--- src/rtl/addsub_pkg.sv ---
// Shared constants for the byte-serial add/sub unit:
// FSM state encoding and the default operand size.
package addsub_pkg;

  localparam int NBYTES_DEF = 4;

  localparam logic [1:0] ST_IDLE = 2'd0;
  localparam logic [1:0] ST_RUN  = 2'd1;
  localparam logic [1:0] ST_DONE = 2'd2;

  // Byte-index width; never narrower than one bit.
  function automatic int idx_width(input int nb);
    return (nb > 1) ? $clog2(nb) : 1;
  endfunction

endpackage

--- src/rtl/fadder8bit.sv ---
// 8-bit ripple-carry adder built from a chain
// of one-bit full adders.
module fadder8bit (
  input  logic [7:0] a,
  input  logic [7:0] b,
  input  logic       cin,
  output logic [7:0] sum,
  output logic       cout
);

  // Ripple the carry through eight full-adder cells.
  always_comb begin
    logic carry;
    carry = cin;
    sum   = '0;
    for (int i = 0; i < 8; i++) begin
      sum[i] = a[i] ^ b[i] ^ carry;
      carry  = (a[i] & b[i]) | (carry & (a[i] ^ b[i]));
    end
    cout = carry;
  end

endmodule

--- src/rtl/addsub32_seq.sv ---
// Byte-serial W-bit adder/subtractor: one 8-bit slice
// and a carry flop, LSB first, done pulse at the end.
module addsub32_seq
  import addsub_pkg::*;
#(
  parameter int NBYTES = NBYTES_DEF
) (
  input  logic                  clk,
  input  logic                  rst,
  input  logic                  start,
  input  logic                  sub,
  input  logic [8*NBYTES-1:0]   a,
  input  logic [8*NBYTES-1:0]   b,
  output logic                  ready,
  output logic                  done,
  output logic [8*NBYTES-1:0]   s,
  output logic                  c,
  output logic                  ovf
);

  localparam int W  = 8 * NBYTES;
  localparam int KW = idx_width(NBYTES);
  localparam logic [KW-1:0] K_LAST = KW'(NBYTES - 1);

  logic [1:0]    state;
  logic [KW-1:0] k;
  logic          cy;
  logic [W-1:0]  a_lat;
  logic [W-1:0]  b_lat;
  logic          sub_lat;

  logic [W-1:0]  b_eff;
  logic [7:0]    a_byte;
  logic [7:0]    b_byte;
  logic [7:0]    sum;
  logic          cout;

  assign ready = (state == ST_IDLE);
  assign done  = (state == ST_DONE);
  assign b_eff = sub_lat ? ~b_lat : b_lat;

  // Select the operand bytes addressed by k.
  always_comb begin
    a_byte = '0;
    b_byte = '0;
    for (int i = 0; i < NBYTES; i++) begin
      if (k == KW'(i)) begin
        a_byte = a_lat[i*8 +: 8];
        b_byte = b_eff[i*8 +: 8];
      end
    end
  end

  fadder8bit u_slice (
    .a    (a_byte),
    .b    (b_byte),
    .cin  (cy),
    .sum  (sum),
    .cout (cout)
  );

  // FSM, operand latches, byte-wise result write.
  always_ff @(posedge clk) begin
    if (rst) begin
      state   <= ST_IDLE;
      k       <= '0;
      cy      <= 1'b0;
      s       <= '0;
      c       <= 1'b0;
      ovf     <= 1'b0;
      a_lat   <= '0;
      b_lat   <= '0;
      sub_lat <= 1'b0;
    end else begin
      case (state)
        ST_IDLE: begin
          if (start) begin
            a_lat   <= a;
            b_lat   <= b;
            sub_lat <= sub;
            k       <= '0;
            cy      <= sub;
            state   <= ST_RUN;
          end
        end
        ST_RUN: begin
          for (int i = 0; i < NBYTES; i++) begin
            if (k == KW'(i)) s[i*8 +: 8] <= sum;
          end
          cy <= cout;
          if (k == K_LAST) begin
            k     <= '0;
            c     <= cout;
            ovf   <= (a_lat[W-1] == b_eff[W-1]) &&
                     (sum[7] != a_lat[W-1]);
            state <= ST_DONE;
          end else begin
            k <= k + 1'b1;
          end
        end
        ST_DONE: state <= ST_IDLE;
        default: state <= ST_IDLE;
      endcase
    end
  end

endmodule
--- config.mk ---
export PLATFORM = sky130hd
export DESIGN_NAME = addsub32_seq
export DESIGN_NICKNAME = d
export VERILOG_FILES = /design/src/rtl/addsub_pkg.sv /design/src/rtl/fadder8bit.sv /design/src/rtl/addsub32_seq.sv
export SDC_FILE = /design/constraint.sdc
export NUM_CORES = 1
export LEC_CHECK = 0
export BUFFER_PORTS_ARGS = -buffer_cell sky130_fd_sc_hd__clkbuf_2
export CAP_MARGIN = 0
export CORE_ASPECT_RATIO = 1.5
export CORE_MARGIN = 2
export CORE_UTILIZATION = 45
export CTS_CLUSTER_DIAMETER = 120
export DETAILED_ROUTE_END_ITERATION = 8
export GPL_TIMING_DRIVEN = 0
export PLACE_DENSITY = 0.7
export SLEW_MARGIN = 20
export SYNTH_ARGS = -nofsm -noshare
export SYNTH_HDL_FRONTEND = slang
export SYNTH_SLANG_ARGS = --single-unit
export TNS_END_PERCENT = 30
--- constraint.sdc ---
create_clock -name clk -period 11.9 [get_ports clk]
set_clock_uncertainty 0.15 [all_clocks]
set_input_delay 0.595 -clock clk [delete_from_list [all_inputs] [get_ports clk]]
set_output_delay 0.595 -clock clk [all_outputs]
set_load 0.05 [all_outputs]
## Word level (Yosys, flattened, before mapping)

Index checks and enable logic that the tools add are counted.

- Register bits: 104
- Bits of input ports: 68
- Output and inout port bits: 36
- Word-level logic and storage cells: 91

- Add/subtract/negate cells: 1
- Eq/ne operators: 9
- Multiplexer cells: 17
- Bitwise operators: 41
- Reductions and logical operators: 11

Operators by type and width:

| cell | number |
|---|---|
| two-way mux 8 bit | 8 |
| two-way mux 32 bit | 1 |
| NOT 32 bit | 1 |
| bitwise AND 1 bit | 16 |
| bitwise XOR 1 bit | 16 |
| AND reduction 2 bit | 7 |
| two-way mux 2 bit | 4 |
| bitwise OR 1 bit | 8 |
| case mux 2 bit (2 select lines) | 2 |
| equality test 2 bit (second input constant) | 3 |
| equality test 2 x 1 -> 1 bit (second input constant) | 2 |
| zero test 2 bit | 2 |
| inequality test 2 bit (second input constant) | 2 |
| adder 2 x 1 -> 2 bit (second input constant) | 1 |
| case mux 1 bit (2 select lines) | 1 |
| nonzero test 2 bit | 1 |
| equality test 1 bit | 1 |
| logical AND 1 bit | 1 |
| two-way mux 1 bit | 1 |
| inequality test 1 bit | 1 |

## Depth between registers and ports, before layout

- Word-level depth: 24
- Mapped depth: 22
- Mapped depth without buffers: 19

## By module

Synthesis repeated with hierarchy kept, for this count alone.

- Cells, all modules: 601
- Area total of the unflattened synthesis: 4,635.7 um^2

By module, submodules not included:

| module | instances | cells an instance | area an instance (um^2) | sequential area each (um^2) |
|---|---|---|---|---|
| addsub32_seq | 1 | 583 | 4,438.0 | 2,082.0 |
| fadder8bit | 1 | 18 | 197.7 | 0.0 |

## Least setup slack after synthesis

No wires, ideal clock.

- Path kind: flip-flop to flip-flop
- From: register k[0]
- To: register ovf
- Library setup time: 134 ps
- Data arrival time: 4,885 ps
- Data required time: 11,616 ps
- Slack: 6,730 ps
- Stages on the path, launching flop included: 23
- Buffers on the path: 3
- Period minus slack after synthesis: 5,170 ps
- Path through: dfxtp_1 > inv_1 > ha_1 > buf_2 > nor2b_1 > clkbuf_1 > buf_2 > a221oi_1 > o32ai_1 > fa_1 > fa_1 > fa_1 > fa_1 > fa_1 > inv_1 > fa_1 > inv_1 > fa_1 > inv_1 > fa_1 > nor2b_1 > mux2i_1 > a211oi_1

- Word-level cells in the longest chain between the ends: 23
- Elaborated cells on any way between the ends: 45
- Classes of those cells: 4 x eq/ne; 8 x mux; 30 x bitwise; 3 x reduce/logical

Ends and longest elaborated chain:

| item | line | text |
|---|---|---|
| from (decl) | addsub32_seq.sv:26 | `logic [KW-1:0] k;` |
| from (signal assigned) | addsub32_seq.sv:98 | `k <= k + 1'b1;` |
| zero test 2 bit | addsub32_seq.sv:47 | `if (k == KW'(i)) begin` |
| two-way mux 8 bit (4 in series) | addsub32_seq.sv:47 |  |
| bitwise XOR 1 bit | fadder8bit.sv:18 | `carry = (a[i] & b[i]) \| (carry & (a[i] ^ b[i]));` |
| bitwise AND 1 bit | fadder8bit.sv:18 |  |
| bitwise OR 1 bit | fadder8bit.sv:18 |  |
| bitwise AND 1 bit | fadder8bit.sv:18 |  |
| bitwise OR 1 bit | fadder8bit.sv:18 |  |
| bitwise AND 1 bit | fadder8bit.sv:18 |  |
| [5 not listed] | - |  |
| bitwise AND 1 bit | fadder8bit.sv:18 |  |
| bitwise OR 1 bit | fadder8bit.sv:18 |  |
| bitwise AND 1 bit | fadder8bit.sv:18 |  |
| bitwise OR 1 bit | fadder8bit.sv:18 |  |
| bitwise XOR 1 bit (*) | fadder8bit.sv:17 | `sum[i] = a[i] ^ b[i] ^ carry;` |
| net sum[7] | addsub32_seq.sv:35 | `logic [7:0] sum;` |
| inequality test 1 bit (*) | addsub32_seq.sv:95 | `(sum[7] != a_lat[W-1]);` |
| logical AND 1 bit (*) | addsub32_seq.sv:94 | `ovf <= (a_lat[W-1] == b_eff[W-1]) &&` |
| to (signal assigned) | addsub32_seq.sv:94 |  |
| to (decl) | addsub32_seq.sv:18 | `output logic ovf` |

The timed path passes the listed nets; every way through them passes the cells marked *.
A chain may end at the register's enable or synchronous reset.

## Worst setup path in the final report

Ends and elaborated chain as after synthesis.

==> metrics <==
outcome complete, no violations; P per Cell Area 146.7 mW/mm^2; setup TNS 0 ns; Yosys reg bits 104; Clock Tree Root clkbuf_16; CTS max path bufs 2; max-cap violations 0; Setup CP Type reg -> reg; minimum clock period 5.790 ns; n_diodes 0; P_leak 2.308 nW; synthesized instance count 596; non-filler instance count after layout 858; worst path bufs/invs 7; Die Area 0.01147 sq mm; detailed placement HPWL 9958 um; Cell Chain, Critical Path inv_1 > ha_1 > buf_2 > nor2b_1 > clkbuf_1 > buf_2 > a221oi_1 > o32ai_1 > fa_1 > fa_1 > fa_1 > fa_1 > fa_1 > inv_1 > fa_1 > inv_1 > fa_1 > inv_1 > fa_1 > nor2b_1 > mux2i_1 > a211oi_1; Post-synth EDFFs 0; Final Wtd Congestion 0.8372; IO Count 104; synth warn 0; number of global-route vias before repair 4,280; cell family with most CP delay adder cells; top cells by area, synth dfxtp_1 44%, nand2_1 11%, a21oi_1 9.5%, a211oi_1 3.9%, fa_1 3.4%; mapped cell area 0.004777 sq mm; Die H 130.2 um; H-tree Lvls 3; RSZ-0062 raised after global routing false; maximum VDD drop 0.07987 mV; share of layout cells above drive strength 1 20.87%; Synth top cells by count 140 x nand2_1, 104 x dfxtp_1, 91 x a21oi_1; CTS tree built; met3 GRT Util 4.870%; setup repair bufs after CTS 0; antenna violations before repair 0; Least-Margin Pin Slew 0.5988 ns; most frequent CP cell fa_1; Initial Util 45.60%; Detailed Route Iter0 Violations 275; first-pass GRT wire length 20,150 um; post-DR vias/cell 5.152; asr flop ratio synth 0%; IO buf count 102; gr usage total 22.91%; global route hottest layer met2; hold buffer count at cts 0; Critical Path RT 11.98 ns; Clock Sinks 104; post-synthesis sequential area ratio 43.58%; clk_lat worst skew 0.35 ns; antenna-violating nets left 0; Avg Synthesized Cell Area 8.015 sq um; GR Util met1 25.63%; DP Cell Count 842; post-route clock period utilization 48.65%; grt ovf 0; Die W 88.13 um; P&R area growth vs syn 21.24%; pin count of the biggest net entering global routing 17; DRC 0; Slowest Stage Delay on Critical Path 0.51 ns; ys flop type dfxtp_1; Max Slew Vio Count 0; worst setup margin 6.110 ns; syn_nets 676; core area 0.01048 sq mm; Setup WS pre-CTS 6.110 ns; Final Hold Vio Count 0; WL final 12,550 um; Unique masters post-synth 33; count leader, synth nand2_1; CTS Buf Count 9; clk slew on worst S/H paths 0.07 ns; worst hold-check path type in -> reg; crit path DAT 5.86 ns; WL/cell 14.63 um; Slowest cell on crit path fa_1; drt first pass iters 4; final setup fails 0; post-synth top area cell dfxtp_1; Max Freq 172.7 MHz; Rows 46; Yosys top cell area share 43.58%; crit path capture type register; Worst slew margin 59.96%; Layout Nets 789; CP Max Fanout 10; post_cts resized 0; via count 4,420; GR Layer Usage met2 41.44%; Setup crit start kind register; hold_ws 0.3053 ns
==> cell type report <==
cell class              count  area (sq um)
multi-input cells         406          2318
clock buffers              12         246.5
fillers                  1044          4683
well taps                 144         180.2
repair buffers            102         510.5
flip-flops and latches    104          2082
clock inverters             4         77.57
plain buffers              55         260.3
inverters                  31         116.4
==> stage by stage <==
| step | power, mW | area, sq um | utilization [%] |
|---|---|---|---|
| after floorplan | 0.4903 | 4777 | - |
| after global routing | 0.8862 | 5792 | 55.29 |
| after detailed placement | 0.5415 | 5468 | 52.20 |
| final | 0.8499 | 5792 | 55.29 |
| after global placement | 0.5370 | 5468 | 52.20 |
| after CTS | 0.8549 | 5792 | 55.29 |
==> state kept, by name, summed over array words and instances, names as in the netlist <==
signal   cells
cy           1
s           32
state        2
c            1
ovf          1
b_lat       32
sub_lat      1
a_lat       32
k            2
==> path summary, 6_finish.rpt <==
check	cells past startpoint	startpoint	slack (ns)	end
worst max-delay path	22	k[0]$_SDFFE_PP0P_	6.11	ovf$_SDFFE_PP0P_
worst min register to register	2	a_lat[22]$_SDFFE_PP0P_	0.31	a_lat[22]$_SDFFE_PP0P_
worst min-delay path	3	a[11]	0.31	a_lat[11]$_SDFFE_PP0P_
worst max register to register	22	k[0]$_SDFFE_PP0P_	6.11	ovf$_SDFFE_PP0P_
==> report_power, final <==
part           leakage (nW)  switching, mW  internal [mW]  total (mW)
clock                 0.157          0.125          0.191       0.316
sequential            0.850         0.0123          0.367       0.379
combinational          1.30         0.0970         0.0574       0.154
total                  2.31          0.235          0.615       0.850
==> metal layers <==
layer,share of wire (%),wire (um)
met5,0,0
met4,3.0,381
met3,5.4,675
met2,52,6532
met1,40,4961
==> worst min-delay path, delay by kind of cell <==
family | cells | cell delay, ns
buffers and inverters | 1 | 0.08
AO/OA/AOI/OAI | 1 | 0.05
AND/OR/NAND/NOR | 1 | 0.04
==> cells by family (layout without fill, tap and decap cells) <==
group / after synthesis / after routing / synth area share, %
AOI/OAI and AO/OA: 166 / 166 / 21.82
DFF: 104 / 104 / 43.58
adders and majority gates: 12 / 12 / 4.400
and+or+nand+nor: 217 / 217 / 20.04
buffers and inverters: 86 / 204 / 7.884
muxes: 10 / 10 / 2.095
xor gates and xnor gates: 1 / 1 / 0.1834
==> layout by cell type (no fill, tap or decap) <==
master / count
a211oi_1: 25
a21oi_1: 91
a221oi_1: 16
a22o_1: 2
a22oi_1: 6
a31oi_1: 1
a32oi_1: 8
and3b_1: 4
buf_2: 16
buf_4: 4
buf_6: 2
bufinv_16: 2
clkbuf_1: 32
clkbuf_16: 9
clkbuf_2: 105
clkbuf_8: 1
clkinv_4: 2
dfxtp_1: 104
fa_1: 8
ha_1: 4
inv_1: 31
mux2i_1: 10
nand2_1: 140
nand2b_1: 9
nand3_1: 3
nand3b_1: 8
nor2_1: 36
nor2b_1: 6
nor3b_1: 1
o21a_1: 1
o21ai_0: 8
o32a_1: 2
o32ai_1: 6
or3_1: 1
or3b_1: 1
or3b_2: 8
xnor2_1: 1
(Power assumes the default switching activity.)
